[src/rtl/rv_pkg.sv]
// Shared definitions for the fetch stage: datapath width, fixed encodings
// and the fetch controller state type.
package rv_pkg;
    localparam int XLEN = 32;
    localparam logic [31:0] RV_NOP = 32'h0000_0013;
    localparam logic [31:0] RV_ECALL = 32'h0000_0073;

    typedef enum logic [1:0] {
        IDLE,
        FETCH,
        HOLD,
        HALT
    } fetch_state_t;
endpackage

[src/rtl/adder.sv]
// Plain W-bit adder; the carry out is dropped, so sums wrap modulo 2^W.
module adder #(
    parameter int W = 32
) (
    input  logic [W-1:0] i_a,
    input  logic [W-1:0] i_b,
    output logic [W-1:0] o_y
);
    assign o_y = i_a + i_b;
endmodule

[src/rtl/edge_rise.sv]
// Rising-edge detector for a level input (e.g. a debounced push-button).
// History is cleared by the synchronous active-low reset.
module edge_rise (
    input  logic clk,
    input  logic reset,
    input  logic i_d,
    output logic o_rise
);
    logic r_prev;

    always_ff @(posedge clk) begin
        if (!reset) begin
            r_prev <= 1'b0;
        end else begin
            r_prev <= i_d;
        end
    end

    assign o_rise = i_d & ~r_prev;
endmodule

[src/rtl/instr_fetch.sv]
// Fetch stage: owns the PC, reads a 1-cycle-latency imem and hands one
// instruction at a time to execute. Supports free-run and single-step.
module instr_fetch
    import rv_pkg::fetch_state_t, rv_pkg::IDLE, rv_pkg::FETCH, rv_pkg::HOLD,
           rv_pkg::HALT, rv_pkg::RV_NOP, rv_pkg::RV_ECALL;
#(
    parameter int XLEN = rv_pkg::XLEN,
    parameter logic [XLEN-1:0] RESET_PC = '0,
    parameter int IMEM_AW = 6
) (
    input  logic               clk,
    input  logic               reset,
    input  logic               run,
    input  logic               step,
    output logic [IMEM_AW-1:0] imem_addr,
    input  logic [XLEN-1:0]    imem_rdata,
    output logic [XLEN-1:0]    instr,
    output logic [XLEN-1:0]    pc,
    output logic               instr_valid,
    input  logic               instr_ready,
    input  logic               redirect_valid,
    input  logic [XLEN-1:0]    redirect_pc,
    output logic               halted,
    output logic               misalign,
    output logic [31:0]        retired,
    output logic [1:0]         dbg_state
);
    fetch_state_t    r_state;
    fetch_state_t    w_state_next;
    logic [XLEN-1:0] r_pc;
    logic [XLEN-1:0] r_instr;
    logic            r_valid;
    logic            r_halted;
    logic            r_misalign;
    logic [31:0]     r_retired;

    logic [XLEN-1:0] w_pc_plus4;
    logic [XLEN-1:0] w_pc_target;
    logic [XLEN-1:0] w_pc_look;
    logic            w_step_rise;
    logic            w_accept;
    logic            w_is_ecall;
    logic            w_bad_target;
    logic            w_stop;

    edge_rise u_step_edge (
        .clk    (clk),
        .reset  (reset),
        .i_d    (step),
        .o_rise (w_step_rise)
    );

    adder #(.W(XLEN)) u_pc_inc (
        .i_a (r_pc),
        .i_b (XLEN'(4)),
        .o_y (w_pc_plus4)
    );

    // Handshake: a transfer happens on a cycle where instr_valid and instr_ready
    // are both high; once raised, instr_valid/instr/pc stay put until that transfer.
    assign w_accept     = r_valid & instr_ready;
    assign w_is_ecall   = (r_instr == XLEN'(RV_ECALL));
    assign w_bad_target = redirect_valid & (redirect_pc[1:0] != 2'b00);
    assign w_stop       = w_is_ecall | w_bad_target;
    assign w_pc_target  = redirect_valid ? redirect_pc : w_pc_plus4;

    // imem is addressed with the PC the register will hold after this edge, so a
    // FETCH that directly follows an accept sees the new word, not the old one.
    assign w_pc_look = (w_accept & ~w_stop) ? w_pc_target : r_pc;
    assign imem_addr = w_pc_look[IMEM_AW+1:2];

    always_comb begin
        w_state_next = r_state;
        case (r_state)
            IDLE:    if (run | w_step_rise) w_state_next = FETCH;
            FETCH:   w_state_next = HOLD;
            HOLD: begin
                if (w_accept) begin
                    if (w_stop)   w_state_next = HALT;
                    else if (run) w_state_next = FETCH;
                    else          w_state_next = IDLE;
                end
            end
            HALT:    w_state_next = HALT;
            default: w_state_next = IDLE;
        endcase
    end

    always_ff @(posedge clk) begin
        if (!reset) begin
            r_state    <= IDLE;
            r_pc       <= RESET_PC;
            r_instr    <= XLEN'(RV_NOP);
            r_valid    <= 1'b0;
            r_halted   <= 1'b0;
            r_misalign <= 1'b0;
            r_retired  <= 32'd0;
        end else begin
            r_state <= w_state_next;
            r_pc    <= w_pc_look;
            if (r_state == FETCH) begin
                r_instr <= imem_rdata;
                r_valid <= 1'b1;
            end
            if (w_accept) begin
                r_valid   <= 1'b0;
                r_retired <= r_retired + 32'd1;
                if (w_stop) r_halted <= 1'b1;
                // An ECALL halt takes priority, so misalign only flags a real redirect fault.
                if (~w_is_ecall & w_bad_target) r_misalign <= 1'b1;
            end
        end
    end

    assign instr       = r_instr;
    assign pc          = r_pc;
    assign instr_valid = r_valid;
    assign halted      = r_halted;
    assign misalign    = r_misalign;
    assign retired     = r_retired;
    assign dbg_state   = r_state;
endmodule

[config.mk]
export PLATFORM = sky130hd
export DESIGN_NAME = instr_fetch
export DESIGN_NICKNAME = d
export VERILOG_FILES = /design/src/rtl/rv_pkg.sv /design/src/rtl/adder.sv /design/src/rtl/edge_rise.sv /design/src/rtl/instr_fetch.sv
export SDC_FILE = /design/constraint.sdc
export NUM_CORES = 1
export LEC_CHECK = 0
export ABC_AREA = 1
export BUFFER_PORTS_ARGS = -buffer_cell sky130_fd_sc_hd__buf_2
export CAP_MARGIN = 20
export CORE_MARGIN = 1.5
export CORE_UTILIZATION = 47
export CTS_CLUSTER_SIZE = 10
export DETAILED_ROUTE_END_ITERATION = 8
export GPL_TIMING_DRIVEN = 1
export PLACE_DENSITY = 0.8
export SETUP_SLACK_MARGIN = 0.05
export SYNTH_ARGS = -nofsm -noshare
export SYNTH_HDL_FRONTEND = slang
export SYNTH_SLANG_ARGS = --single-unit
[constraint.sdc]
create_clock -name clk -period 1.7 [get_ports clk]
set_clock_uncertainty 0.1 [all_clocks]
set_input_delay 0.17 -clock clk [delete_from_list [all_inputs] [get_ports clk]]
set_output_delay 0.17 -clock clk [all_outputs]
set_load 0.05 [all_outputs]
==> results of run 1 <==
## Yosys cell counts (all sizes together) (2+ instances only)
| cell | count | area [um2] |
|---|---|---|
| a21oi | 74 | 370 |
| nand4 | 4 | 25.0 |
| clkinv | 2 | 7.51 |
| xor2 | 3 | 26.3 |
| nor3 | 16 | 80.1 |
| or2 | 4 | 25.0 |
| clkbuf | 20 | 75.1 |
| a31oi | 2 | 12.5 |
| and3 | 2 | 12.5 |
| dfxtp | 102 | 2040 |
| nor2 | 156 | 651 |
| ha | 2 | 25.0 |
| xnor2 | 2 | 17.5 |
| buf | 11 | 63.8 |
| nand2 | 281 | 1080 |
| o21ai | 63 | 319 |
| nand3 | 50 | 283 |
| mux2i | 2 | 20.0 |
| nand3b | 15 | 113 |
| inv | 97 | 364 |
## layout make-up
type / instances / share of cell area
well taps: 143 / 0.0217
clock buffers: 10 / 0.0277
flip-flops and latches: 102 / 0.272
repair buffers: 261 / 0.219
multi-input cells: 681 / 0.408
diodes: 1 / 0.000303
clock inverters: 6 / 0.00440
inverters: 99 / 0.0471
## logic make-up (layout without fill, tap and decap cells)
group / after synthesis / in the layout / share of synthesized area
compound gates: 142 / 142 / 0.128
xor+xnor: 5 / 5 / 0.00776
fa+ha+maj: 2 / 2 / 0.00443
buf+inv: 130 / 376 / 0.0904
flops: 102 / 102 / 0.362
mux: 2 / 2 / 0.00354
other cells: 0 / 1 / 0
simple gates: 530 / 530 / 0.404
## cells in the final DEF, fill, tap and decap left out, types with 3 or more instances in the layout
cell	count
a21oi_1	67
a21oi_2	7
buf_12	7
buf_16	5
buf_2	170
buf_4	54
buf_6	6
buf_8	3
clkbuf_16	9
clkinv_1	3
clkinv_2	3
dfxtp_1	20
dfxtp_2	41
dfxtp_4	41
dlygate4sd3_1	16
inv_1	73
inv_2	17
inv_4	7
nand2_1	261
nand2_2	16
nand2_4	4
nand3_1	40
nand3_2	9
nand3b_1	15
nand4_1	4
nor2_1	135
nor2_2	9
nor2_4	12
nor3_1	8
nor3_2	7
o21ai_0	49
o21ai_2	11
xor2_1	3
## how the worst max path moves through the flow
| stage | start | end | slack, ps |
|---|---|---|---|
| after floorplan | instr[17] | imem_addr[2] | 1 |
| after global placement | instr[10] | imem_addr[1] | -170 |
| after detailed placement | instr[11] | imem_addr[1] | -230 |
| after CTS | instr[17] | imem_addr[2] | -430 |
| after global routing | instr[17] | imem_addr[2] | -550 |
| final | instr[17] | imem_addr[2] | -440 |
## state kept, by name, summed over array words and instances (netlist names), named ones only
name,count
instr_valid,1
retired,32
instr,32
misalign,1
pc,30
dbg_state,2
u_step_edge.r_prev,1
halted,1
## tightest hold or removal path, delay by kind of cell
family | cells | cell delay, ps
AO/OA/AOI/OAI | 2 | 170
buffers and inverters | 1 | 70
## through the flow
stage	util	area (um2)
floorplan	-	5940
CTS	0.698	8070
global placement	0.628	7270
global route	0.714	8260
finish	0.714	8260
detailed placement	0.628	7270
## report_power, final
group	switching, uW	total, uW	leakage, uW	internal, uW
Sequential	145	2760	0.000877	2620
Clock	937	1930	0.000134	990
Combinational	1380	2090	0.00263	703
Total	2470	6770	0.00364	4310
## routing by layer
layer	vias up	track usage	wire, um
li1	3380	-	-
met1	3014	0.355	7600
met2	277	0.461	8500
met3	43	0.0448	1290
met4	0	0.117	541
met5	-	0	0
## repair_timing
item,CTS,global route
pin swaps,16,22
setup endpoints to repair,36,54
hold buffers,16,0
gates resized for setup,63,39
hold endpoints to repair,16,0
gates cloned,5,0
setup buffers,9,8
==> impl_metrics.env, run 1 <==
export IMPL_outcome="complete, but fails checks"
export IMPL_violations="setup timing"
export IMPL_cts_buffers=9
export IMPL_port_buffers=176
export IMPL_multi_input_area_mm2=0.00337
export IMPL_hp_start="imem_rdata[7]"
export IMPL_io_pins=177
export IMPL_avgViaCountPerCell=5.15
export IMPL_min_to="instr[7]"
export IMPL_r2r_start="instr[17]"
export IMPL_crit_path_end_kind="primary output"
export IMPL_area_delta_synth_final_pct=46.2
export IMPL_cts_tree="yes"
export IMPL_critPathArrivalTime_ps=1870
export IMPL_power_leakage_uw=0.00364
export IMPL_fp_dieH_um=113
export IMPL_grt_pass1_vias=6008
export IMPL_place_gp_congestion=0.934
export IMPL_clockRootBuffer="clkbuf_16"
export IMPL_slew_headroom=0.784
export IMPL_antenna_found_initial=1
export IMPL_async_flop_share=0
export IMPL_fin_crit_ps=2140
export IMPL_r2r_end="pc[23]"
export IMPL_cp_cell_sequence="nor2_2 > and2_1 > nand2_1 > nor2_2 > nand2_2 > nand2_2 > nor2_4 > nand2_1 > o21ai_2 > inv_4 > buf_8"
export IMPL_insertion_delay_ps=350
export IMPL_synthesis_area_mm2=0.00565
export IMPL_reg2reg_depth=15
export IMPL_dpl_cell_count=1249
export IMPL_htreeDepth=3
export IMPL_rrSetupSlack_ps=-400
export IMPL_layout_cells_non_filler=1303
export IMPL_rsz0062_at_grt="true"
export IMPL_cts_path_max_buffers=2
export IMPL_hold_class="in -> reg"
export IMPL_p_per_area_mw_per_mm2=821
export IMPL_irDropWorstVdd_mv=0.430
export IMPL_slowest_delay_ps=340
export IMPL_cp_top_family="simple AND/OR/NAND/NOR gates"
export IMPL_yosysWarnings=0
export IMPL_critPathBufInv=2
export IMPL_ant_nets=0
export IMPL_drt_pass1_iterations=5
export IMPL_drc_errors=0
export IMPL_critPathKind="reg -> out"
export IMPL_num_fill_cells=934
export IMPL_drt_iter0_drc=533
export IMPL_max_freq_mhz=468
export IMPL_yosys_most_used_dff="dfxtp_1"
export IMPL_hpwl_um=12200
export IMPL_grt_pass1_wl_um=28500
export IMPL_cts_sinks=102
export IMPL_regArea_mm2=0.00225
export IMPL_period_share=1.26
export IMPL_drive_above_1_share=0.387
export IMPL_tns_ps=-9800
export IMPL_dieArea_mm2=0.0127
export IMPL_hold_ws_ps=5.77
export IMPL_tightest_slew_ps=322
export IMPL_setup_ws_ps=-436
export IMPL_synthCells=913
export IMPL_critPathRequiredTime_ps=1430
export IMPL_timing_final_hold_violations=0
export IMPL_finalPower_uw=6770
export IMPL_setup_viol=33
export IMPL_synth_edf_count=0
export IMPL_ys_types=39
export IMPL_synthesis_nets=985
export IMPL_syn_avg_cell_area_um2=6.19
export IMPL_path_clk_slew_ps=70
export IMPL_wl_per_cell_um=13.8
export IMPL_wl_um=17900
export IMPL_whs_path_depth=3
export IMPL_ys_seq_area_frac=0.362
export IMPL_vias=6714
export IMPL_worst_path_stages=11
export IMPL_coreArea_mm2=0.0116
export IMPL_drv_slew=0
export IMPL_crit_path_start_kind="flip-flop"
export IMPL_die_width_um=113
export IMPL_grt_max_degree=56
export IMPL_place_ws_ps=-234
export IMPL_start_util=0.488
export IMPL_maxCapViolCount=0
export IMPL_grt_use_total=0.276
export IMPL_final_net_count=1226
export IMPL_ys_seq_elements=102
export IMPL_rows=39
export IMPL_crit_slowest_cell="dfxtp_4"
export IMPL_grt_ovfl_total=0
export IMPL_path_max_fanout=8
No activity file was read; power rests on OpenSTA's default activity.
==> inputs of run 2 (changes only) <==
Settings changed: CELL_PAD_IN_SITES_DETAIL_PLACEMENT set to 0, CELL_PAD_IN_SITES_GLOBAL_PLACEMENT set to 1, CORE_UTILIZATION 47 to 31, PLACE_DENSITY 0.8 to 0.79.
==> run 2 against run 1 <==
  * Sequential power hardly changed
  * Via count is 1.9% lower
  * Sequential share of layout area decreased by 1.4 points
  * Clock power is 8% higher
  * The flow finishes with violations (hold timing, setup timing)
  * Largest power group unchanged
==> impl_metrics.env, run 2 (synthesis results as in run 1) <==
export IMPL_fp_dieH_um=138
export IMPL_ant_nets=0
export IMPL_clockRootBuffer="clkbuf_16"
export IMPL_io_pins=177
export IMPL_drc_errors=0
export IMPL_hold_class="in -> reg"
export IMPL_timing_final_hold_violations=1
export IMPL_fin_crit_ps=2130
export IMPL_violations="hold timing, setup timing"
export IMPL_grt_use_total=0.202
export IMPL_power_frac_comb=0.311
export IMPL_place_gp_congestion=0.826
export IMPL_layout_common_cells="nand2_1, buf_2, nor2_1, buf_4, inv_1"
export IMPL_cts_buffers=9
export IMPL_final_net_count=1253
export IMPL_tightest_slew_ps=341
export IMPL_crit_slowest_cell="dfxtp_4"
export IMPL_vias=6588
export IMPL_p_int_uw=4460
export IMPL_finalPower_uw=7020
export IMPL_worstSetupEndpoint="imem_addr[1]"
export IMPL_rrSetupSlack_ps=-140
export IMPL_rows=49
export IMPL_rsz0062_at_grt="true"
export IMPL_hold_ws_ps=-0.207
export IMPL_clkPwrFrac=0.297
export IMPL_outcome="complete, but fails checks"
export IMPL_path_clk_slew_ps=70
export IMPL_final_common_cell="nand2_1"
export IMPL_wl_per_cell_um=13.7
export IMPL_cts_sinks=102
export IMPL_grt_pass1_wl_um=29800
export IMPL_die_width_um=138
export IMPL_r2r_start="instr[19]"
export IMPL_critPathKind="reg -> out"
export IMPL_crit_path_start_kind="flip-flop"
export IMPL_critPathRequiredTime_ps=1430
export IMPL_layout_cells_non_filler=1416
export IMPL_grt_pass1_vias=6146
export IMPL_drt_pass1_iterations=5
export IMPL_period_share=1.25
export IMPL_cts_tree="yes"
export IMPL_irDropWorstVdd_mv=0.501
export IMPL_critPathArrivalTime_ps=1860
export IMPL_cp_cell_sequence="nor2_2 > and2_4 > nand2_2 > nor2_4 > nand2_4 > nand2_4 > nor2_4 > buf_6 > o21ai_4 > inv_4 > buf_8"
export IMPL_port_buffers=176
export IMPL_area_delta_synth_final_pct=54.3
export IMPL_slowest_delay_ps=340
export IMPL_grt_ovfl_total=0
export IMPL_path_max_fanout=7
export IMPL_power_leakage_uw=0.00379
export IMPL_drt_iter0_drc=207
export IMPL_dpl_cell_count=1358
export IMPL_cts_path_max_buffers=2
export IMPL_p_per_area_mw_per_mm2=806
export IMPL_maxCapViolCount=0
export IMPL_antenna_found_initial=1
export IMPL_pwr_share_seq=0.393
export IMPL_start_util=0.315
export IMPL_power_switching_uw=2560
export IMPL_p_sw_frac=0.365
export IMPL_coreArea_mm2=0.0179
export IMPL_avgViaCountPerCell=4.65
export IMPL_setup_ws_ps=-432
export IMPL_cp_startpoint="instr[19]"
export IMPL_dieArea_mm2=0.0190
export IMPL_crit_path_end_kind="primary output"
export IMPL_hpwl_um=14300
export IMPL_max_freq_mhz=469
export IMPL_r2r_end="pc[16]"
export IMPL_reg2reg_depth=12
export IMPL_drive_above_1_share=0.425
export IMPL_wl_um=19300
export IMPL_htreeDepth=3
export IMPL_insertion_delay_ps=360
export IMPL_drv_slew=0
export IMPL_slew_headroom=0.773
export IMPL_grt_max_degree=56
export IMPL_setup_viol=33
run 2: critical path, delay by kind of cell, from the launching register on:
family,cells,cell delay (ps)
AO/OA/AOI/OAI,1,170
flip-flops,1,340
AND/OR/NAND/NOR,7,690
buffers and inverters,3,310
run 2: area by class of cell:
| class | count | area, um2 |
|---|---|---|
| Timing Repair Buffer | 288 | 1980 |
| Antenna cell | 1 | 2.50 |
| Inverter | 99 | 388 |
| Clock buffer | 11 | 253 |
| Tap cell | 229 | 287 |
| Clock inverter | 5 | 40.0 |
| Multi-Input combinational cell | 681 | 3510 |
| Fill cell | 1880 | 9190 |
| Sequential cell | 102 | 2250 |
run 2: routing by layer:
metal  share of wire  wire (um)  vias up  GRT usage
met4           0.025        474        0     0.0920
met3           0.060       1160       34     0.0384
met1            0.42       8120     2974      0.238
met5               0          0        -          0
li1                -          -     3429          -
met2            0.50       9570      151      0.354
run 2: power groups by stage:
stage                     clock [uW]  sequential (uW)  combinational [uW]
final                           2080             2760                2180
after detailed placement           0             2790                1930
after CTS                       2150             2740                2070
after global routing            2240             2780                2350
after global placement             0             2780                1920
after floorplan                    0             3430                 656
run 2: stage by stage:
| step | TNS [ps] | util | cell area (um2) | hold WS [ps] | setup WS [ps] |
|---|---|---|---|---|---|
| CTS | -5580 | 0.460 | 8240 | 0.683 | -485 |
| global placement | -2320 | 0.421 | 7530 | 267 | -139 |
| finish | -5020 | 0.487 | 8710 | -0.207 | -432 |
| detailed placement | -2790 | 0.421 | 7530 | 268 | -171 |
| global route | -9090 | 0.487 | 8710 | 7.95 | -561 |
| floorplan | 0 | - | 5940 | 163 | 1.33 |
run 2: worst min path at each step:
| stage | depth (start not counted) | to | from |
|---|---|---|---|
| after global routing | 3 | instr[8] | imem_rdata[8] |
| after floorplan | 2 | u_step_edge.r_prev | step |
| after global placement | 3 | u_step_edge.r_prev | step |
| final | 3 | instr[21] | imem_rdata[21] |
| after detailed placement | 3 | u_step_edge.r_prev | step |
| after CTS | 3 | instr[10] | imem_rdata[10] |
run 2: what timing repair did:
item | CTS | global route
gates resized for setup | 37 | 109
hold endpoints to repair | 19 | 0
pin swaps | 4 | 40
gates cloned | 2 | 1
hold buffers | 19 | 0
endpoints found under the setup margin | 35 | 59
setup buffers | 7 | 12
==> inputs of run 3 (changes only) <==
Settings changed: CORE_UTILIZATION 31 to 32, CTS_BUF_LIST set to sky130_fd_sc_hd__clkbuf_4, PLACE_DENSITY 0.79 to 0.81.
==> run 3 against run 2 <==
  * Global-route usage increased by 1.4 points
  * Non-clock buffer count is 63 higher
  * Combinational power increased by 9.2%
  * Cell count increased by 4.2%
  * First-iteration DRC count grew 33%
  * Die area down 3.1%
  * Flip-flop and latch count unchanged
  * Worst setup slack got worse by 190 ps
  * The run ends with setup timing left
  * Clock power down 33%
  * Clock-buffer cell count rose by 1
  * Cell area increased by 5.9%
==> impl_metrics.env, run 3 (synthesis results as in run 1) <==
export IMPL_outcome="complete, but fails checks"
export IMPL_violations="setup timing"
export IMPL_maxCapViolCount=0
export IMPL_drive_above_1_share=0.420
export IMPL_rsz0062_at_grt="true"
export IMPL_rrSetupSlack_ps=-290
export IMPL_setup_viol=36
export IMPL_irDropWorstVdd_mv=0.495
export IMPL_timing_final_hold_violations=0
export IMPL_avgViaCountPerCell=4.64
export IMPL_htreeDepth=3
export IMPL_die_width_um=136
export IMPL_path_clk_slew_ps=170
export IMPL_critPathArrivalTime_ps=2060
export IMPL_drt_iter0_drc=275
export IMPL_dpl_cell_count=1359
export IMPL_tightest_slew_ps=423
export IMPL_coreArea_mm2=0.0173
export IMPL_layout_cells_non_filler=1475
export IMPL_power_leakage_uw=0.00410
export IMPL_vias=6837
export IMPL_final_common_cell="nand2_1"
export IMPL_path_max_fanout=8
export IMPL_port_buffers=176
export IMPL_crit_path_end_kind="primary output"
export IMPL_crit_path_start_kind="flip-flop"
export IMPL_multi_input_area_mm2=0.00353
export IMPL_slew_headroom=0.718
export IMPL_cts_path_max_buffers=2
export IMPL_fin_crit_ps=2330
export IMPL_wl_per_cell_um=13.8
export IMPL_rows=48
export IMPL_layout_common_cells="nand2_1, buf_2, nor2_1, buf_4, inv_1"
export IMPL_regArea_mm2=0.00225
export IMPL_grt_pass1_vias=6467
export IMPL_hpwl_um=14100
export IMPL_fp_dieH_um=136
export IMPL_hold_class="in -> reg"
export IMPL_cts_buffers=9
export IMPL_grt_pass1_wl_um=31600
export IMPL_start_util=0.327
export IMPL_io_pins=177
export IMPL_antenna_found_initial=1
export IMPL_grt_ovfl_total=0
export IMPL_critPathRequiredTime_ps=1430
export IMPL_cts_tree="yes"
export IMPL_area_delta_synth_final_pct=63.3
export IMPL_p_per_area_mw_per_mm2=707
export IMPL_period_share=1.37
export IMPL_setup_ws_ps=-626
export IMPL_drt_pass1_iterations=4
export IMPL_dieArea_mm2=0.0185
export IMPL_grt_max_degree=56
export IMPL_grt_use_total=0.216
export IMPL_finalPower_uw=6520
export IMPL_insertion_delay_ps=490
export IMPL_drv_slew=0
export IMPL_max_freq_mhz=430
export IMPL_wl_um=20300
export IMPL_cts_sinks=102
export IMPL_ant_nets=0
export IMPL_drc_errors=0
export IMPL_clockRootBuffer="clkbuf_4"
export IMPL_final_net_count=1316
export IMPL_num_fill_cells=1726
export IMPL_place_gp_congestion=0.821
export IMPL_critPathKind="reg -> out"
## run 3: changes by cell type in the layout (fill, tap and decap cells not counted), moves of 4 or more
cell,delta
buf_6,+9
nand2_1,+5
clkbuf_16,-10
dlygate4sd3_1,+41
buf_4,+11
a21oi_2,-5
a21oi_1,+4
clkbuf_4,+12
## run 3: worst max-delay path: stages, from the launching register on
cell	delay (ps)
dfxtp_4	370
inv_2	70
nand2_2	50
nor2_2	110
nand2_1	90
nor2_2	150
nand2_4	90
nand2_4	80
nor2_4	70
buf_4	130
o21ai_2	150
inv_2	60
buf_8	140
## run 3: report_power, final
group          leakage, uW  internal [uW]  switching, uW
Clock            0.0000781            507            889
Sequential        0.000877           2610            135
Combinational      0.00315            886           1490
## run 3: final timing paths
kind,startpoint,end,cells past startpoint
setup / recovery,instr[28],imem_addr[5],12
hold / removal,redirect_pc[9],pc[9],5
setup reg to reg,instr[28],pc[29],14
hold reg to reg,flip-flop,flip-flop,2
## run 3: metal layers
layer	track usage	share of wire
met5	0	0
met1	0.259	0.43
met4	0.0833	0.027
met3	0.0291	0.038
met2	0.389	0.50
## run 3: what timing repair did
| action | CTS | global route |
|---|---|---|
| setup endpoints to repair | 43 | 61 |
| gates resized for setup | 57 | 118 |
| hold buffers | 61 | 0 |
| endpoints found under the hold margin | 69 | 0 |
| pin swaps | 13 | 40 |
| gates cloned | 4 | 0 |
| buffers inserted | 15 | 28 |
## run 3: final cells by class
cell class                 instances  area share
multi-input combinational        681       0.382
inverter                          99      0.0425
clock buffer                      12     0.00977
timing repair buffer             351       0.284
clock inverter                     4     0.00597
antenna                            1    0.000271
sequential                       102       0.244
tap                              225      0.0305
## run 3: stage by stage
stage / worst slack, ps / setup TNS [ps] / utilization / instance area [um2] / hold WS, ps
final: -626 / -10760 / 0.533 / 9220 / 76.4
after global routing: -703 / -14350 / 0.533 / 9220 / 75.8
after CTS: -648 / -9560 / 0.504 / 8710 / 10.3
after detailed placement: -197 / -3510 / 0.437 / 7550 / 271
after global placement: -148 / -2400 / 0.437 / 7550 / 266
after floorplan: 1.33 / 0 / - / 5940 / 163
